$ cat src/rtl/data_mem_interface.sv
// data_mem_interface
//
// Multi-cycle access controller between the core's memory stage and a
// word-organised data memory. It latches a load/store request, runs a
// strobe/acknowledge handshake and, for byte stores, performs a
// read-modify-write on the word-only memory.
//
// Configuration macro: DATA_MEM_BYTE_ENABLE_EN
//   undefined : byte stores are read-modify-write, Mem_BE = 4'b1111 on writes
//   defined   : byte stores are a single write with one-hot Mem_BE and the
//               store byte replicated to all four lanes
//
// Ports:
//   clk, rst_n        clock, synchronous active-low reset
//   Mem_Req           start access (sampled only in IDLE)
//   Mem_Write         1 = store, 0 = load
//   Store_Select      1 = byte store, 0 = word store
//   Address           byte address
//   Store_Data        store data, byte stores use [7:0]
//   Busy              high from the cycle after acceptance through DONE
//   Done              one-cycle completion pulse
//   Load_Memory       word read by the last load
//   Offset            Address[1:0] of the last accepted access
//   Mem_Addr          word address to memory
//   Mem_Rd, Mem_Wr    read / write strobes
//   Mem_WData, Mem_BE write data and byte enables
//   Mem_Ack           memory acknowledge
//   Mem_RData         memory read data
module data_mem_interface (
  input  logic        clk,
  input  logic        rst_n,
  input  logic        Mem_Req,
  input  logic        Mem_Write,
  input  logic        Store_Select,
  input  logic [31:0] Address,
  input  logic [31:0] Store_Data,
  output logic        Busy,
  output logic        Done,
  output logic [31:0] Load_Memory,
  output logic [1:0]  Offset,
  output logic [29:0] Mem_Addr,
  output logic        Mem_Rd,
  output logic        Mem_Wr,
  output logic [31:0] Mem_WData,
  output logic [3:0]  Mem_BE,
  input  logic        Mem_Ack,
  input  logic [31:0] Mem_RData
);

  typedef enum logic [2:0] {
    StIdle,
    StRd,
    StRmwRd,
    StRmwWr,
    StWr,
    StDone
  } state_e;

  state_e      state_q;
  logic [7:0]  store_byte_q;
  logic [31:0] merged_word;

  // Read word with the addressed byte lane replaced by the latched store byte.
  always_comb begin
    merged_word = Mem_RData;
    unique case (Offset)
      2'd0: merged_word[7:0]   = store_byte_q;
      2'd1: merged_word[15:8]  = store_byte_q;
      2'd2: merged_word[23:16] = store_byte_q;
      2'd3: merged_word[31:24] = store_byte_q;
    endcase
  end

  always_ff @(posedge clk) begin
    if (!rst_n) begin
      state_q      <= StIdle;
      store_byte_q <= 8'h00;
      Busy         <= 1'b0;
      Done         <= 1'b0;
      Load_Memory  <= 32'h0;
      Offset       <= 2'b00;
      Mem_Addr     <= 30'h0;
      Mem_Rd       <= 1'b0;
      Mem_Wr       <= 1'b0;
      Mem_WData    <= 32'h0;
      Mem_BE       <= 4'b0000;
    end else begin
      Done <= 1'b0;
      unique case (state_q)
        StIdle: begin
          if (Mem_Req) begin
            Busy     <= 1'b1;
            Mem_Addr <= Address[31:2];
            Offset   <= Address[1:0];
            if (!Mem_Write) begin
              state_q <= StRd;
              Mem_Rd  <= 1'b1;
            end else if (!Store_Select) begin
              state_q   <= StWr;
              Mem_Wr    <= 1'b1;
              Mem_WData <= Store_Data;
              Mem_BE    <= 4'b1111;
            end else begin
`ifdef DATA_MEM_BYTE_ENABLE_EN
              state_q   <= StWr;
              Mem_Wr    <= 1'b1;
              Mem_WData <= {4{Store_Data[7:0]}};
              Mem_BE    <= 4'b0001 << Address[1:0];
`else
              state_q      <= StRmwRd;
              Mem_Rd       <= 1'b1;
              store_byte_q <= Store_Data[7:0];
`endif
            end
          end
        end
        StRd: begin
          if (Mem_Ack) begin
            Load_Memory <= Mem_RData;
            Mem_Rd      <= 1'b0;
            Done        <= 1'b1;
            state_q     <= StDone;
          end
        end
        StRmwRd: begin
          // The merged word goes to the write buffer only; Load_Memory is untouched.
          if (Mem_Ack) begin
            Mem_Rd    <= 1'b0;
            Mem_Wr    <= 1'b1;
            Mem_WData <= merged_word;
            Mem_BE    <= 4'b1111;
            state_q   <= StRmwWr;
          end
        end
        StRmwWr, StWr: begin
          if (Mem_Ack) begin
            Mem_Wr  <= 1'b0;
            Mem_BE  <= 4'b0000;
            Done    <= 1'b1;
            state_q <= StDone;
          end
        end
        StDone: begin
          // Requests seen here are dropped; the next one is taken in IDLE.
          Busy    <= 1'b0;
          state_q <= StIdle;
        end
        default: state_q <= StIdle;
      endcase
    end
  end

endmodule

$ cat config.mk
export PLATFORM = sky130hd
export DESIGN_NAME = data_mem_interface
export DESIGN_NICKNAME = d
export VERILOG_FILES = /design/src/rtl/data_mem_interface.sv
export SDC_FILE = /design/constraint.sdc
export NUM_CORES = 1
export LEC_CHECK = 0
export CORE_AREA = 2 2 115 117
export DETAILED_ROUTE_END_ITERATION = 6
export DIE_AREA = 0 0 117 119
export PLACE_DENSITY = 0.76
export SETUP_SLACK_MARGIN = 0.5
export SLEW_MARGIN = 20
export SYNTH_ARGS = -nofsm -noshare
export SYNTH_HDL_FRONTEND = slang
export SYNTH_SLANG_ARGS = --single-unit
$ cat constraint.sdc
create_clock -name clk -period 1.7 [get_ports clk]
set_input_delay 0.17 -clock clk [delete_from_list [all_inputs] [get_ports clk]]
set_output_delay 0.17 -clock clk [all_outputs]
set_load 0.01 [all_outputs]
==> summary.md <==
For the relative slew slack, the log shows 66.2%. The count of nets left with antenna violations once routing finished came out at 0. The tools report the number of antenna violations at the first check in global routing as 0. Among all cell types in the netlist, the one instantiated most often is nand2_1. The compound-gate portion of the synthesized area was 23.8%; the data required time at the worst endpoint was 1940 ps. The tools report the post-synthesis cell count as 586. Of the total power, the share spent switching nets is 27.2%. For the number of inserted diodes, the log shows 0. The slowest stage of the critical path belongs to the cell or4b_4. The run gives -255 ps as the worst setup slack before clock tree synthesis.

The clock slew seen by the registers of the worst setup and hold paths was 70 ps; the vias after detailed routing was 5195. The total net switching power came out at 1.75 mW. Across all setup checks in the final design, the least slack found is 63.8 ps.

The fraction of synthesized cell area in xor and xnor cells is 0.181%, and the area growth from synthesis to layout is 59.9%. The tools report the I/O pin count as 206. Summed over all cells, the static leakage comes to 2.94 nW. Summing all placed instances gives a cell area of 7160 um2. In this run, the number of DRC markers left after iteration 0 of detailed routing was 348. CTS saw 111 sinks. The tools report the tightest hold margin as 195 ps.

The global-route wire length before repair was 26.3 mm. The endpoint of the worst register-to-register path is Mem_WData[8]$_SDFFE_PN0P_. The internal power contribution is 4.68 mW. The die area came out at 13900 um2. In the post-synthesis netlist, the biggest area contributors are dfxtp_1 (46%), nand2_1 (10%), a21oi_1 (8.1%). The final count of pins violating max slew is 0, and the number of distinct standard cells referenced by the synthesized netlist is 39. After floorplanning, the core was sized to cover 12900 um2. The minimum setup slack among reg-to-reg paths was 60 ps; the count of buffers from port buffering was 205. Peak fanout along the critical path: 8. The detailed-router iteration count before antenna repair is 5. In the final routed layout, each cell accounts on average for 17.9 um. TritonCTS built the clock tree. The highest metal layer carrying signal wires in the routed design is met4.

The flow ran to the end, and the final reports show no timing, DRC or antenna violations. The maximum clock path buffer count was 2; the depth of the worst register-to-register path was 3. Entering global routing, the biggest net connects 50 pins. With fillers left out, the area of the finished cells amounts to 7720 um2. In the synthesized netlist the async set-or-reset flop fraction comes to 0%. The most critical setup path has its startpoint at state_q[1]$_SDFFE_PN0P_. The synthesized design contains 111 register bits.

The portion of total power attributed to combinational logic was 23.6%; the clock period minus final worst setup slack was 1640 ps. The tools report the startpoint of the lowest-slack register-to-register path as state_q[1]$_SDFFE_PN0P_. The tools report the number of hold violations in the final report as 0.

At the pin with the least slew margin, the transition time is 507 ps. Summed over all nets, wire length on met3 after detailed routing comes to 1.61 mm. The run gives 0.834 as the global placement routability congestion. The number of nets in the synthesized netlist is 688. Using the TritonRoute via totals, the vias-per-cell ratio works out to 5.38. The most instantiated flip-flop cell in the synthesis netlist was dfxtp_1.

The floorplan step set the die height to 119 um. Once detailed placement completed, the half-perimeter wirelength came to 11.5 mm. The width of the die came out at 117 um.

Dividing total power by cell area gives a power density of 833 nW/um2. After detailed routing, the number of remaining DRC violations is 0. Of all cell types, the one taking the most synthesized area is dfxtp_1. In this run the cell area of the synthesized design comes to 4830 um2. After detailed routing, the met2 layer carries 8.57 mm of wire.

Clock latency on the worst-skew pair, taken at its later pin, is 350 ps. For this run, the number of Yosys warnings is 0. The CTS root buffer was clkbuf_16. For the initial cell density of the core, the log shows 37.5%. The endpoint type of the worst setup path is a register.

Data on the critical path arrives at its endpoint at 1880 ps. The completed layout was analyzed and its total power is 6.44 mW. After Yosys synthesis, full adders, half adders and majority gates account for 0% of the synthesized area. Registers are responsible for 44.6% of the overall power. Cells with a size suffix above 1 make up 13.7% of the layout. The number of buffers and inverters on the critical path works out to 0.

Wires add up to 17.3 mm. The logs give 889 for the number of nets in the layout and 8.63 ps for the setup skew after layout. The area fraction of the dominant cell type after synthesis is 46.0%.

The critical path's top delay family is simple AND/OR/NAND/NOR gates. The average instance in the mapped netlist occupies 8.24 um2. Counting flops with a built-in enable in the synthesized netlist gives 0.

The run gives 46.0% as the proportion of synthesized chip area in sequential cells. For this run the aggregate overflow at the end of global routing stands at 0. For this run, the share of the core covered by cells in the final layout is 60.0%.

The tools report the peak supply drop as 0.583 mV. The type of the tightest min-delay check was input pin to register. The largest single stage delay on the critical path is 610 ps. Kind of start point of the critical path: a register. The tools report the critical path endpoint as Mem_WData[8]$_SDFFE_PN0P_. By startpoint and endpoint, the worst setup path is classified as register to register.

The run gives 6.61 mm as the total routed wire length on the met1 layer. Setup repair after global routing could not meet its margin everywhere. The total routing resource utilization after global routing came out at 24.4%. By area, the combinational part of the netlist is dominated by compound AO/OA/AOI/OAI gates. Max-cap violations in this run came to 0.

The floorplan row count is 42. The critical path runs through a total of 3 cells. The mux share of post-synthesis cell area works out to 0.207%. The run gives 9 as the total clock buffers created by CTS. The tools report the via count of the first global-routing pass as 5030. The final critical path takes up 96.2% of the cycle.

Based on the critical path, the design can be clocked at up to 611 MHz. Sorting the synthesized cells by how often they occur yields nand2_1 (132), dfxtp_1 (111), a21oi_1 (78). The final setup violation count was 0; the share of power burned in the clock network was 31.8%. The signal on the critical path passes through or4b_4 > o221a_4 > a32o_1. The clock tree synthesis step divided the H-tree into 3 levels.

The synthesized netlist devotes 22.4% of its cell area to simple gates.
[worst min-delay path by stage]
stage	cells past startpoint	end	startpoint	slack, ps
floorplan	1	state_q[0]$_SDFFE_PN0P_	rst_n	290
global placement	2	Mem_Addr[1]$_SDFFE_PN0P_	Mem_Addr[1]$_SDFFE_PN0P_	440
detailed placement	2	Mem_Addr[16]$_SDFFE_PN0P_	Mem_Addr[16]$_SDFFE_PN0P_	450
CTS	3	Mem_Addr[3]$_SDFFE_PN0P_	Address[5]	350
global route	3	Done$_SDFF_PN0_	Mem_Ack	200
finish	3	Done$_SDFF_PN0_	Mem_Ack	200
[cells by family after synthesis]
| logic type | Yosys count |
|---|---|
| XOR/XNOR | 1 |
| flip-flops | 111 |
| buffers and inverters | 84 |
| AO/OA/AOI/OAI | 170 |
| multiplexers | 1 |
| AND/OR/NAND/NOR | 219 |
[registers in the layout (all words and copies together), names as in the netlist]
signal and count:
Busy 1, state_q 3, Done 1, Mem_WData 32, Mem_Addr 30, store_byte_q 8, Mem_Rd 1, Mem_BE 1
Offset 2, Load_Memory 32
[per-stage QoR]
stage          instances  TNS (ps)
2_1_floorplan        586         0
3_3_place_gp         940     -8920
3_5_place_dp         940    -12350
4_1_cts              963         0
5_1_grt              966         0
6_report             966         0
[routing by layer]
layer  up-vias  track usage [%]
met3        36             7.07
met4         0             10.0
met5         -                0
met2       264             41.0
li1       2443                -
met1      2452             28.8
[worst reg2reg max path: stages, from the launching register on]
cell     delay [ps]
dfxtp_2         360
or4b_4          610
o221a_4         330
a32o_1          230
[placed cells by master, fill, tap and decap left out, types with 3 or more instances in the layout]
cell type | Yosys | routed
inv_1 | 27 | 26
nand3b_1 | 17 | 17
o21ai_0 | 20 | 17
o221a_4 | 1 | 4
clkbuf_16 | 0 | 10
dlymetal6s2s_1 | 0 | 10
nand2_1 | 132 | 131
and3_1 | 8 | 8
nand3_1 | 8 | 8
o311ai_0 | 8 | 8
buf_6 | 3 | 4
buf_4 | 4 | 28
a32o_1 | 32 | 32
dfxtp_2 | 0 | 4
a21oi_1 | 78 | 78
dlygate4sd2_1 | 0 | 5
clkbuf_8 | 0 | 3
o211ai_1 | 16 | 16
buf_12 | 0 | 4
dfxtp_1 | 111 | 105
o21ai_1 | 0 | 3
clkdlybuf4s50_1 | 0 | 188
nor2_1 | 3 | 3
or2_2 | 34 | 34
a211o_1 | 8 | 8
nand2b_1 | 3 | 3
[power by group through the flow]
stage               clock [mW]  sequential [mW]  combinational, mW
finish                    2.05             2.87               1.52
global route              2.20             2.89               1.63
CTS                       2.09             2.87               1.48
detailed placement           0             2.92               1.38
global placement             0             2.91               1.36
floorplan                    0             2.98              0.589
[final cells by class]
class	instances	area [um2]
timing repair buffer	244	2500
multi-input combinational	394	2380
sequential	111	2230
fill	1134	5150
clock inverter	2	16.3
tap	176	220
inverter	27	101
clock buffer	12	267
[timing repair]
item,in CTS,in global routing
setup endpoints to repair,211,214
gates resized for setup,31,22
hold buffers,0,0
pin swaps,4,0
setup buffers,3,2
cloned,6,1
Power figures use the tool's default switching activity.
